--- config.mk ---
export PLATFORM = sky130hd
export DESIGN_NAME = seq_detector
export DESIGN_NICKNAME = d
export VERILOG_FILES = /design/src/rtl/seq_detector.sv
export SDC_FILE = /design/constraint.sdc
export NUM_CORES = 1
export LEC_CHECK = 0
export CELL_PAD_IN_SITES_DETAIL_PLACEMENT = 1
export CELL_PAD_IN_SITES_GLOBAL_PLACEMENT = 1
export CORE_AREA = 2 2 39 41
export CTS_BUF_LIST = sky130_fd_sc_hd__clkbuf_16
export DETAILED_ROUTE_END_ITERATION = 12
export DIE_AREA = 0 0 41 43
export DONT_BUFFER_PORTS = 1
export PLACE_DENSITY_LB_ADDON = 0.1
export SLEW_MARGIN = 40
export SYNTH_ARGS = -nofsm -noshare
export SYNTH_HDL_FRONTEND = slang
export SYNTH_SLANG_ARGS = --single-unit
--- constraint.sdc ---
create_clock -name clk -period 1 [get_ports clk]
set_clock_uncertainty 0.1 [all_clocks]
set_input_delay 0.2 -clock clk [delete_from_list [all_inputs] [get_ports clk]]
set_output_delay 0.2 -clock clk [all_outputs]
set_load 0.02 [all_outputs]
--- src/rtl/seq_detector.sv ---
// seq_detector: serial "1011" pattern detector.
// Samples one bit of din per rising clk edge and raises dout for exactly one
// clock period each time the four most recent bits are 1,0,1,1. Overlapping
// occurrences are detected because the trailing "1" of a match is reused as
// the first bit of the next candidate. dout comes straight from a flop, so it
// is glitch-free and has no combinational path from din.

module seq_detector (
    input  logic clk,
    input  logic rst,
    input  logic din,
    output logic dout
);

    // Binary-encoded match progress; codes 3'b101..3'b111 are unused.
    typedef enum logic [2:0] {
        IDLE = 3'd0,  // no useful prefix
        S1   = 3'd1,  // "1" matched
        S10  = 3'd2,  // "10" matched
        S101 = 3'd3,  // "101" matched
        DET  = 3'd4   // "1011" matched
    } state_t;

    state_t state;

    // Next-state table. Unused encodings fall back to IDLE so the FSM cannot
    // get stuck after an upset.
    function automatic state_t next_state(input state_t cur, input logic bit_in);
        state_t nxt;
        nxt = IDLE;
        case (cur)
            IDLE:    nxt = bit_in ? S1   : IDLE;
            S1:      nxt = bit_in ? S1   : S10;
            S10:     nxt = bit_in ? S101 : IDLE;
            S101:    nxt = bit_in ? DET  : S10;
            DET:     nxt = bit_in ? S1   : S10;  // trailing "1" restarts a match
            default: nxt = IDLE;
        endcase
        return nxt;
    endfunction

    // Advance the FSM one bit per edge and register the detect flag so it is
    // high exactly while the state register holds DET.
    always_ff @(posedge clk or negedge rst) begin
        if (!rst) begin
            state <= IDLE;
            dout  <= 1'b0;
        end else begin
            // NOTE: both registers use non-blocking assignments so they update
            // together from the same pre-edge values; blocking here would make
            // the result depend on statement order.
            state <= next_state(state, din);
            dout  <= (next_state(state, din) == DET);
        end
    end

endmodule

==> results by group <==
Power and ir drop
  – Relative contribution of sequential cells to total power: a little over a fifth
  – Reported net switching power: approximately 150 uW
  – Peak ir drop on the vdd network: between 800 and 900 uV
  – Clk pwr share: between 70% and 80%
  – Power share of the combinational group: 8.2%
  – Internal power consumption: 733 uW
  – Power density over cell area: between 2000 and 3000 nW/um^2
  – Total leakage power: roughly 0.00016 uW
  – Sw Ratio: around 17%

Routing
  – Number of search-and-repair iterations in the first detailed-routing pass: 1
  – Detail-routed net length per standard cell: between 10 and 15 microns
  – Post-Route WL: ~430 microns
  – Violation count after the first detailed-route iteration: 0
  – Post-detailed-route count of antenna-violating nets: 0
  – Via count: between 100 and 150
  – Remaining design rule violation count: 0
  – Vias per cell: 3.79

Final layout
  – Number of standard cells in the final layout excluding fillers: 39
  – Fill cell instance count of the final layout: 157
  – Layout Area Growth over Synthesis: 104%
  – Fraction of layout instances using a drive strength above 1: 60.9%
  – Net count reported at finish: 28
  – Number of diodes: 0

Worst setup path
  – CP Capture Type: flop
  – Critical Setup Path Class: reg2reg
  – Setup crit start kind: flop
  – WP data required: 1.00 ns
  – Arrival @ worst endpoint: about 1.1 ns
  – Critical path fanouts, max: 3

Synth
  – Nets in the synthesized netlist: 16
  – Top-area cell type share of the netlist area: 58.4%
  – Cell taking the most area after synthesis: dfrtp_1
  – Synth async-reset ratio: 100%
  – Main flop type after synthesis: dfrtp_1
  – Part of the Yosys area used for sequential elements: 58.4%
  – Number of enable flip-flop cells after synthesis: 0
  – Count of state elements after synthesis: 4
  – Post-Syn Instances: 13
  – Number of warnings printed during yosys synthesis: 0
  – Number of distinct library cells after synthesis: 9
  – Most frequent cells after synthesis: 4 x dfrtp_1, 2 x and4b_2
  – Library cell with the highest instance count after synthesis: dfrtp_1
  – Mean Syn Cell Area: 13.2 sq um
  – Area of the mapped netlist: between 150 and 200 sq um
  – Ranking of synthesized cells by area: dfrtp_1 58%, and4b_2 13%, nor4bb_1 5.8%

STA
  – Setup WS post-layout: -0.113 ns
  – Hold Vio Cnt, Final: 0
  – Worst slew pin tran: roughly 0.23 ns
  – Max-slew headroom: between 80% and 90%
  – Maximum achievable frequency: 899 MHz
  – Setup repair after global routing missed its margin: true
  – Final Setup Violations: 4
  – Portion of the clock cycle consumed by the worst path in the final layout: 111%
  – Final max-slew violation count: 0
  – Minimum period implied by the final worst setup slack: between 1 and 1.5 ns
  – Worst hold slack: 0.0105 ns

Clock tree
  – Clock slew seen by the registers of the worst setup and hold paths: 0.03 ns
  – Source-to-sink clock delay at the later pin of the worst-skew pair: between 0.2 and 0.25 ns
  – Clock tree from TritonCTS: yes
  – Sinks on the clock net: 4
  – Total number of H-tree levels: 1
  – Clock buffer count from CTS: 3
  – CTS Root Buffer Type: clkbuf_16
  – Bufs on Longest Clock Path: 2

Floorplan
  – Row count: 14
  – Total I/O pin count: 4
  – Area of the core: roughly 1400 sq um
  – Initial standard-cell utilization of the core: about an eighth
  – Area enclosed by the die boundary: approximately 1800 sq um
  – DIE WIDTH: around 41 microns
  – Chip Height: 43 microns

Place
  – Final estimated routing congestion in global placement: 0.632
  – Count of port buffers added during placement: 0
  – Estimated wirelength of the detail-placed design: around 300 microns
  – Cell count after placement: 32

Min path
  – Class of the worst hold path: in2reg

Global route
  – Number of global-route vias before repair: approximately 180
  – Overall fraction of global-route tracks in use: 7.25%
  – Final global-route overflow total: 0
  – Antenna violations before repair: 0
  – Global-route wire length before repair: approximately 700 microns
  – Maximum number of pins on one net before global-route repair: 7

Outcome
  – Violations in the final reports: setup timing
  – Run status: finished with violations

Run
  – Number of max-cap violations: 0
==> power groups by stage <==
stage | sequential (uW) | clock, uW | combinational [uW]
after floorplan | 190 | 0 | 20.0
after global placement | 189 | 0 | 42.4
after detailed placement | 190 | 0 | 41.9
after CTS | 187 | 626 | 61.6
after global routing | 191 | 643 | 80.4
final | 189 | 621 | 72.9
==> cells in the final DEF (no fill, tap or decap) <==
master         Yosys  final
buf_4              0      5
dfrtp_1            4      4
clkbuf_16          0      3
and4b_2            2      2
nor3b_2            0      1
nor4bb_1           1      1
nor4b_4            0      1
or3_1              1      1
a21oi_2            0      1
nor2_1             1      1
o21a_1             1      1
dlygate4sd3_1      0      1
buf_6              0      1
==> kinds of logic after synthesis <==
family / synth area share (%)
DFF: 58.4
AOI/OAI and AO/OA: 7.30
and+or+nand+nor: 34.3
==> flip-flops by register name, indices dropped and copies added, names as in the netlist <==
name,flops
dout,1
state,3
==> worst max-delay path: stages, from the launching register on <==
cell     delay [ns]
dfrtp_1        0.39
nor4b_4        0.14
or3_1          0.36
==> per-stage QoR <==
step	total power, uW	util, %	area (sq um)	setup WS [ns]	TNS [ns]
floorplan	210	-	171	-0.116	-0.116
global placement	231	15.5	214	-0.109	-0.109
detailed placement	232	15.5	214	-0.121	-0.121
CTS	875	23.1	319	-0.109	-0.352
global route	915	25.2	349	-0.169	-0.519
finish	884	25.2	349	-0.113	-0.328
==> per-layer routing <==
| layer | routed length, microns | vias up | GRT usage [%] |
|---|---|---|---|
| li1 | - | 71 | - |
| met1 | 153 | 70 | 6.17 |
| met2 | 211 | 5 | 9.06 |
| met3 | 37 | 2 | 4.71 |
| met4 | 26 | 0 | 10.0 |
| met5 | 0 | - | 0 |
==> area by class of cell <==
class	count	area (sq um)	area share [%]
Tap cell	16	20.0	5.73
Sequential cell	4	100	28.7
Clock buffer	3	75.1	21.5
Timing Repair Buffer	7	58.8	16.8
Multi-Input combinational cell	9	95.1	27.2
==> worst paths after layout <==
kind,start,endpoint,slack (ns),depth (start not counted)
min,din,state[0]$_DFF_PN0_,0.01,1
max,state[2]$_DFF_PN0_,state[1]$_DFF_PN0_,-0.11,2
min in group asynchronous,rst,state[0]$_DFF_PN0_,0.16,1
min reg2reg,state[0]$_DFF_PN0_,state[1]$_DFF_PN0_,0.56,2
max in group asynchronous,rst,dout$_DFF_PN0_,0.46,1
max reg2reg,state[2]$_DFF_PN0_,state[1]$_DFF_PN0_,-0.11,2
==> repair_timing <==
action	4_1_cts	5_1_grt
buffers inserted	2	1
hold buffers	1	0
resized for setup	1	4
pin swaps	1	4
endpoints found under the hold margin	4	0
setup endpoints to repair	2	4
Note: power is estimated with default switching activity, not from simulation.
